**config.mk**
```make
export PLATFORM = sky130hd
export DESIGN_NAME = bits3_emissor_flat
export DESIGN_NICKNAME = d
export VERILOG_FILES = /design/src/rtl/bits3_emissor_pkg.sv /design/src/rtl/bits3_emissor_if.sv /design/src/rtl/bits3_emissor_mapeador.sv /design/src/rtl/bits3_emissor.sv /design/src/flat_wrapper.sv
export SDC_FILE = /design/constraint.sdc
export NUM_CORES = 1
export LEC_CHECK = 0
export ABC_AREA = 1
export CELL_PAD_IN_SITES_DETAIL_PLACEMENT = 1
export CELL_PAD_IN_SITES_GLOBAL_PLACEMENT = 1
export CORE_MARGIN = 1.5
export CORE_UTILIZATION = 44
export DETAILED_ROUTE_END_ITERATION = 6
export PLACE_DENSITY_LB_ADDON = 0.1
export SYNTH_ARGS = -nofsm -noshare
export SYNTH_HDL_FRONTEND = slang
export SYNTH_SLANG_ARGS = --single-unit
export TNS_END_PERCENT = 1
```
**constraint.sdc**
```tcl
create_clock -name clk -period 2.15 [get_ports clk]
set_input_delay 0.43 -clock clk [delete_from_list [all_inputs] [get_ports clk]]
set_output_delay 0.43 -clock clk [all_outputs]
set_load 0.005 [all_outputs]
```
**src/rtl/bits3_emissor_pkg.sv**
```systemverilog
// Shared definitions for the 3-bit code emitter.
// Contents:
//   CODE_W  - width of the transmitted code
//   CNT_W   - width of the hold/gap down-counter
//   state_e - FSM state encoding (IDLE, HOLD, GAP)
//   lines_t - the six output lines a..f, grouped so they register as one word
package bits3_emissor_pkg;

  localparam int CODE_W = 3;
  localparam int CNT_W  = 8;

  typedef enum logic [1:0] {
    ST_IDLE = 2'd0,
    ST_HOLD = 2'd1,
    ST_GAP  = 2'd2
  } state_e;

  typedef struct packed {
    logic a;
    logic b;
    logic c;
    logic d;
    logic e;
    logic f;
  } lines_t;

endpackage

```
**src/rtl/bits3_emissor_if.sv**
```systemverilog
// Bus between a requester and the 3-bit code emitter.
// Signals:
//   start, sel, bits3 - transfer request (requester -> emitter)
//   a, b, c           - interface A lines (emitter -> outside)
//   d, e, f           - interface B lines (emitter -> outside)
//   busy, done, err   - transfer status (emitter -> requester)
// Modports: master = requester side, slave = emitter side.
interface bits3_emissor_if;
  import bits3_emissor_pkg::*;

  logic              start;
  logic              sel;
  logic [CODE_W-1:0] bits3;
  logic              a;
  logic              b;
  logic              c;
  logic              d;
  logic              e;
  logic              f;
  logic              busy;
  logic              done;
  logic              err;

  modport master (
    output start, sel, bits3,
    input  a, b, c, d, e, f, busy, done, err
  );

  modport slave (
    input  start, sel, bits3,
    output a, b, c, d, e, f, busy, done, err
  );

endinterface

```
**src/rtl/bits3_emissor_mapeador.sv**
```systemverilog
// Combinational line mapper: routes a 3-bit code onto interface A or B.
// Ports:
//   sel   - 0 selects interface A (a,b,c), 1 selects interface B (d,e,f)
//   code  - code to place on the selected interface
//   lines - all six lines; the non-selected interface is always 000
// The mapping is bit-reversed with respect to the line names:
// a/d carry code[0], b/e carry code[1], c/f carry code[2].
module bits3_mapeador
  import bits3_emissor_pkg::*;
(
  input  logic              sel,
  input  logic [CODE_W-1:0] code,
  output lines_t            lines
);

  always_comb begin
    lines = '0;
    if (!sel) begin
      lines.a = code[0];
      lines.b = code[1];
      lines.c = code[2];
    end else begin
      lines.d = code[0];
      lines.e = code[1];
      lines.f = code[2];
    end
  end

endmodule

```
**src/rtl/bits3_emissor.sv**
```systemverilog
// 3-bit code emitter.
// Accepts a one-cycle start request with a nonzero code, drives that code on
// the selected interface for HOLD_CYCLES cycles, then forces all lines low for
// GAP_CYCLES cycles, pulsing done in the last gap cycle. A start with code 000
// in IDLE is rejected with a one-cycle err pulse.
// Parameters:
//   HOLD_CYCLES - cycles the code is held on the lines (1..255)
//   GAP_CYCLES  - all-zero cycles after each hold (1..255)
// Ports:
//   clk   - clock, rising edge
//   rst_n - asynchronous active-low reset
//   bus   - request/lines/status bundle (slave side)
module bits3_emissor
  import bits3_emissor_pkg::*;
#(
  parameter int HOLD_CYCLES = 4,
  parameter int GAP_CYCLES  = 1
) (
  input  logic           clk,
  input  logic           rst_n,
  bits3_emissor_if.slave bus
);

  localparam logic [CNT_W-1:0] HOLD_INIT = CNT_W'(HOLD_CYCLES);
  localparam logic [CNT_W-1:0] GAP_INIT  = CNT_W'(GAP_CYCLES);

  state_e            state_q, state_d;
  logic [CNT_W-1:0]  cnt_q, cnt_d;
  logic              sel_q, sel_d;
  logic [CODE_W-1:0] code_q, code_d;
  lines_t            lines_q, lines_d;
  logic              busy_q, busy_d;
  logic              done_q, done_d;
  logic              err_q, err_d;

  logic              map_sel;
  logic [CODE_W-1:0] map_code;
  lines_t            map_lines;

  // All outputs are registered, so the mapper is fed with what the lines must
  // show in the *next* cycle; a zero code yields all-zero lines.
  bits3_mapeador u_mapeador (
    .sel   (map_sel),
    .code  (map_code),
    .lines (map_lines)
  );

  assign lines_d = map_lines;

  // Next-state logic. The counter holds the number of cycles still to spend in
  // the current state including the present one, so a state is left when the
  // counter reads 1 and the counter never decrements past 1.
  always_comb begin
    state_d  = state_q;
    cnt_d    = cnt_q;
    sel_d    = sel_q;
    code_d   = code_q;
    busy_d   = 1'b0;
    done_d   = 1'b0;
    err_d    = 1'b0;
    map_sel  = sel_q;
    map_code = '0;

    case (state_q)
      ST_IDLE: begin
        if (bus.start) begin
          if (bus.bits3 != '0) begin
            state_d  = ST_HOLD;
            cnt_d    = HOLD_INIT;
            sel_d    = bus.sel;
            code_d   = bus.bits3;
            map_sel  = bus.sel;
            map_code = bus.bits3;
            busy_d   = 1'b1;
          end else begin
            err_d = 1'b1;
          end
        end
      end

      ST_HOLD: begin
        busy_d = 1'b1;
        if (cnt_q == 8'd1) begin
          state_d = ST_GAP;
          cnt_d   = GAP_INIT;
          done_d  = (GAP_INIT == 8'd1);
        end else begin
          cnt_d    = cnt_q - 8'd1;
          map_code = code_q;
        end
      end

      ST_GAP: begin
        if (cnt_q == 8'd1) begin
          state_d = ST_IDLE;
        end else begin
          cnt_d  = cnt_q - 8'd1;
          busy_d = 1'b1;
          done_d = (cnt_q == 8'd2);
        end
      end

      default: begin
        state_d = ST_IDLE;
      end
    endcase
  end

  // State and output registers; reset aborts any transfer in progress.
  always_ff @(posedge clk or negedge rst_n) begin
    if (!rst_n) begin
      state_q <= ST_IDLE;
      cnt_q   <= '0;
      sel_q   <= 1'b0;
      code_q  <= '0;
      lines_q <= '0;
      busy_q  <= 1'b0;
      done_q  <= 1'b0;
      err_q   <= 1'b0;
    end else begin
      state_q <= state_d;
      cnt_q   <= cnt_d;
      sel_q   <= sel_d;
      code_q  <= code_d;
      lines_q <= lines_d;
      busy_q  <= busy_d;
      done_q  <= done_d;
      err_q   <= err_d;
    end
  end

  assign bus.a    = lines_q.a;
  assign bus.b    = lines_q.b;
  assign bus.c    = lines_q.c;
  assign bus.d    = lines_q.d;
  assign bus.e    = lines_q.e;
  assign bus.f    = lines_q.f;
  assign bus.busy = busy_q;
  assign bus.done = done_q;
  assign bus.err  = err_q;

endmodule

```
**src/flat_wrapper.sv**
```systemverilog
// flat-port wrapper written by rule: the top's interface ports become plain ports
module bits3_emissor_flat import bits3_emissor_pkg::*;
#(
  parameter int HOLD_CYCLES = 4,
  parameter int GAP_CYCLES  = 1
)
  (clk, rst_n, bus_start, bus_sel, bus_bits3, bus_a, bus_b, bus_c, bus_d, bus_e, bus_f, bus_busy, bus_done, bus_err);
  bits3_emissor_if bus_i ();
  input  logic clk;
  input  logic rst_n;
  input wire logic [$bits(bus_i.start)-1:0] bus_start;
  input wire logic [$bits(bus_i.sel)-1:0] bus_sel;
  input wire logic [$bits(bus_i.bits3)-1:0] bus_bits3;
  output wire logic [$bits(bus_i.a)-1:0] bus_a;
  output wire logic [$bits(bus_i.b)-1:0] bus_b;
  output wire logic [$bits(bus_i.c)-1:0] bus_c;
  output wire logic [$bits(bus_i.d)-1:0] bus_d;
  output wire logic [$bits(bus_i.e)-1:0] bus_e;
  output wire logic [$bits(bus_i.f)-1:0] bus_f;
  output wire logic [$bits(bus_i.busy)-1:0] bus_busy;
  output wire logic [$bits(bus_i.done)-1:0] bus_done;
  output wire logic [$bits(bus_i.err)-1:0] bus_err;
  assign bus_i.start = bus_start;
  assign bus_i.sel = bus_sel;
  assign bus_i.bits3 = bus_bits3;
  assign bus_a = bus_i.a;
  assign bus_b = bus_i.b;
  assign bus_c = bus_i.c;
  assign bus_d = bus_i.d;
  assign bus_e = bus_i.e;
  assign bus_f = bus_i.f;
  assign bus_busy = bus_i.busy;
  assign bus_done = bus_i.done;
  assign bus_err = bus_i.err;
  bits3_emissor #(.HOLD_CYCLES(HOLD_CYCLES), .GAP_CYCLES(GAP_CYCLES)) u_core (.clk(clk), .rst_n(rst_n), .bus(bus_i));
endmodule
```
# After elaboration in Yosys (flattened, before gate mapping)
# Cells that the tools add are included.
dict set report word_totals {
  ff_bits 23
  word_cells 58
}
dict set report op_classes {
  add_sub_neg 1
  eq_ne 9
  mux 29
  reduce_logical 6
}
# op count
set op_table {}
lappend op_table {{8-bit two-way mux} 4}
lappend op_table {{8-bit one-hot mux with 3 select lines} 1}
lappend op_table {{3-bit two-way mux} 5}
lappend op_table {{1-bit two-way mux} 11}
lappend op_table {{8-bit by 1-bit equality test with 1-bit output, second input constant} 1}
lappend op_table {{8-bit by 2-bit equality test with 1-bit output, second input constant} 1}
lappend op_table {{2-bit two-way mux} 4}
lappend op_table {{4-bit AND reduction} 2}
lappend op_table {{8-bit by 1-bit subtractor with 8-bit output, second input constant} 1}
lappend op_table {{2-bit by 1-bit != test with 1-bit output, second input constant} 3}
lappend op_table {{2-bit one-hot mux with 3 select lines} 1}
lappend op_table {{3-bit one-hot mux with 2 select lines} 1}
lappend op_table {{3-bit nonzero test} 2}
lappend op_table {{2-bit != test, second input constant} 2}
lappend op_table {{1-bit one-hot mux with 3 select lines} 1}
lappend op_table {{3-bit AND reduction} 1}
lappend op_table {{2-bit by 1-bit equality test with 1-bit output, second input constant} 1}
lappend op_table {{2-bit equality test, second input constant} 1}
lappend op_table {{2-bit logical NOT} 1}
lappend op_table {{1-bit one-hot mux with 2 select lines} 1}

# Logic depth before layout (Yosys ltp)
# Gate-level depths: netlist (run 1).
dict set report depth {
  word_depth 5
  ltp_mapped 11
}

# By module
# From an unflattened synthesis (run 1), not the netlist that was laid out.
dict set report hier_totals {
  cells_unflattened 157
  hier_area_um2 1290.0
}
# module instances cells_per_inst area_each_um2 seq_area_each_um2
set modules_own_cells {}
lappend modules_own_cells {bits3_emissor 1 145 1244.9 575.6}
lappend modules_own_cells {bits3_mapeador 1 12 45.0 0.0}

# Least setup slack after synthesis (run 1)
# OpenSTA, ideal clock, no wires.
dict set report synth_path {
  kind {register to register}
  from {register u_core.state_q[0]}
  to {register u_core.cnt_q[7]}
  arrival_time_ps 1328
  t_required_ps 2036
  slack_ps 708
  path_stages_with_launch 11
  synth_period_minus_slack_ps 1442
  cell_sequence {dfrtp_1 inv_1 ha_1 nand3_1 nand2_1 nor2_4 nand2_4 inv_4 nand2_2 nand2_1 nor2_2}
}
dict set report synth_between {
  elab_chain_len 3
  elab_cells_between_ends 9
}
# element line_no
set synth_rtl {}
lappend synth_rtl {{start: declaration} bits3_emissor.sv:27} ;# state_e state_q, state_d;
lappend synth_rtl {{start signal: assignment} bits3_emissor.sv:121} ;# state_q <= state_d;
lappend synth_rtl {{2-bit equality test, or another cell as far along} bits3_emissor.sv:64} ;# case (state_q)
lappend synth_rtl {{2-bit != test (no source line), or another cell as far along} -}
lappend synth_rtl {{4-bit AND reduction (no source line)} -}
lappend synth_rtl {{end signal: assignment} bits3_emissor.sv:122} ;# cnt_q <= cnt_d;
lappend synth_rtl {{end: declaration} bits3_emissor.sv:28} ;# logic [CNT_W-1:0] cnt_q, cnt_d;
# Parallel ways exist; a longest one is shown, timed or not.
# A chain may end at the register's enable or synchronous reset.

# Worst setup path after layout (run 1)
dict set report layout_path {
  from {register u_core.state_q[0]}
  to {register u_core.cnt_q[6]}
}
# The elaborated chain is that of the path after synthesis.

==> results.cfg, run 1 <==
[run_status]
outcome = finished, final reports clean

[final_layout]
largest_reg_flops = 8
n_antenna_cell = 0
fin_cells = 213
fillers = 361
syn_to_final_growth_pct = 16.4
reg.largest.list = u_core.cnt_q: 8 flops, u_core.code_q: 3 flops, u_core.state_q: 2 flops
final_nets = 197
fin_util_pct = 55.8
regArea_um2 = 576
largest-register = u_core.cnt_q
drive_gt1_share_pct = 17.6
multi_input_area_um2 = 663

[drt]
antenna_left = 0
first_pass_iters = 4
drtIter0Drc = 21
drc = 0
avgViaCountPerCell = 5.17
dr_total_vias = 1102
post_drt_wl_per_cell_um = 14.0
wirelength_um = 2990

[logic_synthesis]
synth.avg_cell_area_um2 = 8.37
synth_top_cell_by_area = dfrtp_1
synth_edf_count = 0
synthMuxAreaShare_pct = 0
synth.most_common_cell = nand2_1
synth_warnings = 0
synth-seq-cells = 23
synth_ff_type = dfrtp_1
synth_commonest_cells = nand2_1 (36), dfrtp_1 (23), inv_1 (20)
synth_area_leaders = dfrtp_1 (42%), nand2_1 (10%), ha_1 (6.5%), inv_1 (5.5%), nand3_1 (4.1%)
synth_compound_area_share_pct = 5.54
yosys.area.top_type_share_pct = 42.4
synth_cells = 162
synth-seq-area-share_pct = 42.4
yosys.area_share.xor_xnor_pct = 0.646
synth_top_family_by_area = simple AND/OR/NAND/NOR gates
syn-num-nets = 176
synth_fa_ha_area_share_pct = 6.46
netlist_area_um2 = 1360
ys_types = 26
synth_simple_gate_area_share_pct = 36.3
ys_async_sr_fraction_pct = 100

[cts]
postCtsHoldBufs = 0
cts_buffers = 3
clock-sinks = 23
cts_buffer_depth = 2
root_buffer = clkbuf_4
cts_resized = 0
cts_setup_buffers = 0
clkLatencyLatePin_ps = 310
h-tree-depth = 1
clk_pin_slew_worst_paths_ps = 130
cts_tree = done

[min_path]
hp-class = primary input to asynchronous set/reset pin

[placed_design]
dp_slack_ps = 276
placedCellCount = 209
gp_congestion = 0.783
port_buffers = 15
hpwlAfterDp_um = 2450

[global_routing]
grt_max_degree = 24
grt_pass1_vias = 1189
grt_pass1_wl_um = 5330
grt_use_total_pct = 20.7
grt-ovfl-total = 0
antenna_found_initial = 0

[worst_setup_path]
cp_data_required_time_ps = 2370
max_stage_delay_ps = 420
crit_type = flip-flop to flip-flop
worstPathArrival_ps = 1870
critPathMostFrequentCell = nand2_1
r2r_setup_slack_ps = 500
reg2reg_to = u_core.cnt_q[6]$_DFFE_PN0P_
reg2reg_depth = 10
start_kind = flip-flop
crit_fanout = 7
worstReg2RegStart = u_core.state_q[0]$_DFFE_PN0P_
cp_cell_sequence = inv_1 -> ha_1 -> nand3_1 -> nand2_1 -> nor2_4 -> nand2_4 -> inv_4 -> nand2_2 -> nand2_1 -> nor2_1
critPathSlowestCell = dfrtp_1
end_kind = flip-flop

[floorplanning]
fp.dieW_um = 58.5
start_util_pct = 47.9
dieArea_um2 = 3420
fp.coreArea_um2 = 2830
num_rows = 19
die_h_um = 58.5
io_pins = 16

[timing]
slew_headroom_pct = 80.0
period_share_pct = 76.6
skew_ps = 4.62
max_freq_ghz = 0.607
setup_viol = 0
fin_setup_tns_ps = 0
final_max_slew_viol_count = 0
worst_pin_slew_ps = 299
setup_slack_ps = 504
period_minus_slack_ps = 1650
grt_setup_unrepaired = false
hold_viol_final = 0

[power]
p_total_mw = 2.22
power_leakage_nw = 0.792
power.density_nw_per_um2 = 1410
ir_drop_mv = 0.706

[run]
max_cap_viol_count = 0
layer usage:
layer  global-route usage, %  up-vias  share of wire, %
met2                    37.7       18                52
li1                        -      550                 -
met4                    6.64        0               1.1
met5                       0        -                 0
met1                    25.0      529                44
met3                    2.86        5               2.8
critical path: cells and delay by family (launching register included):
kind          cells  cell delay [ps]
simple gates      7              690
flops             1              420
fa+ha+maj         1              260
buf+inv           2              170
metrics by stage:
stage / hold WS, ps / area [um2]
after floorplan: 134 / 1360
after global placement: 521 / 1550
after detailed placement: 532 / 1550
after CTS: 462 / 1580
after global routing: 477 / 1580
final: 455 / 1580
layout make-up:
| type | instances | area share [%] |
|---|---|---|
| multi-input combinational | 110 | 42.0 |
| tap | 31 | 2.46 |
| clock buffer | 4 | 1.66 |
| sequential | 23 | 36.5 |
| inverter | 29 | 7.45 |
| timing repair buffer | 16 | 9.98 |
cells in the final DEF, fill, tap and decap left out:
cell and n:
xnor2_1 1, buf_4 1, nor3_1 2, nand3b_1 1, nand2_4 4, o211ai_1 1
nor2_1 14, nand3_1 11, o21ai_0 7, o21ai_2 1, a21boi_1 1, clkbuf_4 3
clkinv_2 1, nor2_2 2, nand2_2 7, nand2_1 36, dfrtp_1 23, inv_4 3
nor2_4 1, inv_2 5, ha_1 7, clkbuf_1 1, inv_1 20, nor2_8 2
nand4_1 6, o21ai_1 2, or2_1 1, nand3_4 2, a31oi_1 1, clkdlybuf4s50_1 15
where the power goes:
part           leakage, nW  switching, mW  internal [mW]
clock               0.0150          0.132         0.0725
sequential           0.300         0.0954          0.588
combinational        0.477          0.844          0.488
logic make-up (layout without fill, tap and decap cells):
| logic type | Yosys count | count (layout) |
|---|---|---|
| simple gates | 89 | 89 |
| buf+inv | 29 | 49 |
| compound gates | 13 | 13 |
| xor+xnor | 1 | 1 |
| flops | 23 | 23 |
| fa+ha+maj | 7 | 7 |
how the worst max path moves through the flow:
stage | startpoint | to | slack (ps) | cells past startpoint
floorplan | u_core.state_q[0]$_DFFE_PN0P_ | u_core.cnt_q[7]$_DFFE_PN0P_ | 710 | 10
global placement | bus_start | u_core.cnt_q[7]$_DFFE_PN0P_ | 340 | 10
detailed placement | bus_start | u_core.cnt_q[6]$_DFFE_PN0P_ | 280 | 10
CTS | u_core.state_q[0]$_DFFE_PN0P_ | u_core.cnt_q[6]$_DFFE_PN0P_ | 500 | 10
global route | u_core.state_q[0]$_DFFE_PN0P_ | u_core.cnt_q[7]$_DFFE_PN0P_ | 360 | 10
finish | u_core.state_q[0]$_DFFE_PN0P_ | u_core.cnt_q[6]$_DFFE_PN0P_ | 500 | 10
No activity file was read; power rests on OpenSTA's default activity.
==> run 2: changes to the inputs <==
--- a/config.mk
+++ b/config.mk
@@ -9,7 +9,7 @@
 export CELL_PAD_IN_SITES_DETAIL_PLACEMENT = 1
 export CELL_PAD_IN_SITES_GLOBAL_PLACEMENT = 1
 export CORE_MARGIN = 1.5
-export CORE_UTILIZATION = 44
+export CORE_UTILIZATION = 37
 export DETAILED_ROUTE_END_ITERATION = 6
 export PLACE_DENSITY_LB_ADDON = 0.1
 export SYNTH_ARGS = -nofsm -noshare
==> constraint.sdc (replaced) <==
create_clock -name clk -period 1.35 [get_ports clk]
set_input_delay 0.27 -clock clk [delete_from_list [all_inputs] [get_ports clk]]
set_output_delay 0.27 -clock clk [all_outputs]
set_load 0.005 [all_outputs]
==> results.cfg, run 2 (synthesis gave the netlist of run 1 again) <==
[timing]
period_share_pct = 107
hold_viol_final = 0
grt_setup_unrepaired = true
max_freq_ghz = 0.690
setup_viol = 10
setup_slack_ps = -99.8
final_max_slew_viol_count = 0
worst_pin_slew_ps = 305
slew_headroom_pct = 79.7
period_minus_slack_ps = 1450
skew_ps = 4.46

[worst_setup_path]
worstReg2RegStart = u_core.cnt_q[3]$_DFFE_PN0P_
crit_type = flip-flop to flip-flop
reg2reg_to = u_core.state_q[1]$_DFFE_PN0P_
end_kind = flip-flop
r2r_setup_slack_ps = -100
start_kind = flip-flop
max_stage_delay_ps = 460
critPathSlowestCell = dfrtp_1
crit_fanout = 5
cp_cell_sequence = inv_2 -> nand2_4 -> nor2_8 -> nand2_4 -> nand2_4 -> nand4_1 -> nand2_1 -> o21ai_1
critPathMostFrequentCell = nand2_4
worstPathArrival_ps = 1670
cp_data_required_time_ps = 1570
reg2reg_depth = 8

[run_status]
failed_checks = setup timing
outcome = finished, violations left

[floorplanning]
fp.dieW_um = 63.5
die_h_um = 63.5
fp.coreArea_um2 = 3420
num_rows = 21
dieArea_um2 = 4040
io_pins = 16
start_util_pct = 39.7

[cts]
clock-sinks = 23
clkLatencyLatePin_ps = 320
cts_tree = done
root_buffer = clkbuf_4
clk_pin_slew_worst_paths_ps = 140
h-tree-depth = 1
postCtsHoldBufs = 0
cts_buffer_depth = 2
cts_buffers = 3

[final_layout]
fin_cells = 254
fillers = 409
syn_to_final_growth_pct = 40.8
largest_reg_flops = 8
n_antenna_cell = 0
final_nets = 223
fin_util_pct = 55.9
finish.instance_area_um2 = 1910
layout_commonest_cell = nand2_1
reg.largest.list = u_core.cnt_q: 8 flops, u_core.code_q: 3 flops, u_core.state_q: 2 flops
largest-register = u_core.cnt_q
drive_gt1_share_pct = 39.4
final_cell_mix = nand2_1 (33), buf_4 (25), dfrtp_1 (23)

[global_routing]
grt.busiest_layer = met2
grt_use_met1_pct = 23.5
antenna_found_initial = 0
grt_pass1_wl_um = 6210
grt_max_degree = 24
grt_pass1_vias = 1347
grt_util_met3_pct = 2.32
grt_use_met2_pct = 35.4
grt_use_total_pct = 19.2
grt-ovfl-total = 0

[drt]
wirelength_um = 3340
drtIter0Drc = 14
first_pass_iters = 4
post_drt_wl_per_cell_um = 13.1
drc = 0
dr_total_vias = 1182
antenna_left = 0
avgViaCountPerCell = 4.65

[power]
power.density_nw_per_um2 = 2210
power_leakage_nw = 0.973
p_total_mw = 4.21
ir_drop_mv = 0.997

[placed_design]
placed_area_um2 = 1790
port_buffers = 15
hpwlAfterDp_um = 2710
gp_congestion = 0.862
placedCellCount = 249

[min_path]
hp-class = primary input to asynchronous set/reset pin

[run]
max_cap_viol_count = 0
==> run 2: worst max-delay path by stage <==
| stage | startpoint | depth (start not counted) | end | slack (ps) |
|---|---|---|---|---|
| 5_1_grt | u_core.cnt_q[3]$_DFFE_PN0P_ | 8 | u_core.state_q[1]$_DFFE_PN0P_ | -190 |
| 2_1_floorplan | u_core.cnt_q[1]$_DFFE_PN0P_ | 9 | u_core.state_q[1]$_DFFE_PN0P_ | -4 |
| 3_5_place_dp | bus_bits3[1] | 9 | u_core.bus.c$_DFF_PN0_ | -340 |
| 6_report | u_core.cnt_q[3]$_DFFE_PN0P_ | 8 | u_core.state_q[1]$_DFFE_PN0P_ | -100 |
| 3_3_place_gp | bus_bits3[1] | 9 | u_core.bus.c$_DFF_PN0_ | -280 |
| 4_1_cts | u_core.cnt_q[1]$_DFFE_PN0P_ | 9 | u_core.state_q[1]$_DFFE_PN0P_ | -100 |
==> run 2: metal layers <==
| metal | wire length (um) | share of wire [%] |
|---|---|---|
| met1 | 1460 | 44 |
| met5 | 0 | 0 |
| met2 | 1770 | 53 |
| met3 | 53 | 1.6 |
| met4 | 53 | 1.6 |
==> run 2: final cells by class <==
type / instances / area [um2] / area share, %
multi-input combinational: 110 / 768 / 40.2
sequential: 23 / 576 / 30.1
timing repair buffer: 42 / 358 / 18.7
inverter: 29 / 120 / 6.29
tap: 46 / 57.6 / 3.01
clock buffer: 3 / 22.5 / 1.18
clock inverter: 1 / 7.51 / 0.393
==> run 2: where the power goes <==
part	total (mW)	internal, mW	switching, mW
combinational	2.81	1.25	1.55
sequential	1.07	0.936	0.132
clock	0.338	0.113	0.225
total	4.21	2.30	1.91
==> run 2: worst max-delay path: cells and delay by family (launching register included) <==
| kind | cells | cell delay [ps] |
|---|---|---|
| buffers and inverters | 1 | 110 |
| AO/OA/AOI/OAI | 1 | 70 |
| AND/OR/NAND/NOR | 6 | 720 |
| flip-flops | 1 | 460 |
==> run 2: through the flow <==
stage	setup TNS [ps]	hold WS, ps	worst slack (ps)
final	-481	303	-99.8
after global routing	-1610	315	-194
after CTS	-456	315	-103
after detailed placement	-4850	530	-341
after global placement	-3840	521	-278
after floorplan	-7.51	-25.6	-3.94
==> run 2: repair_timing <==
item | 4_1_cts | 5_1_grt
setup buffers | 1 | 0
setup endpoints to repair | 27 | 18
cloned | 0 | 0
resized for setup | 27 | 10
endpoints found under the hold margin | 0 | 0
pin swaps | 11 | 6
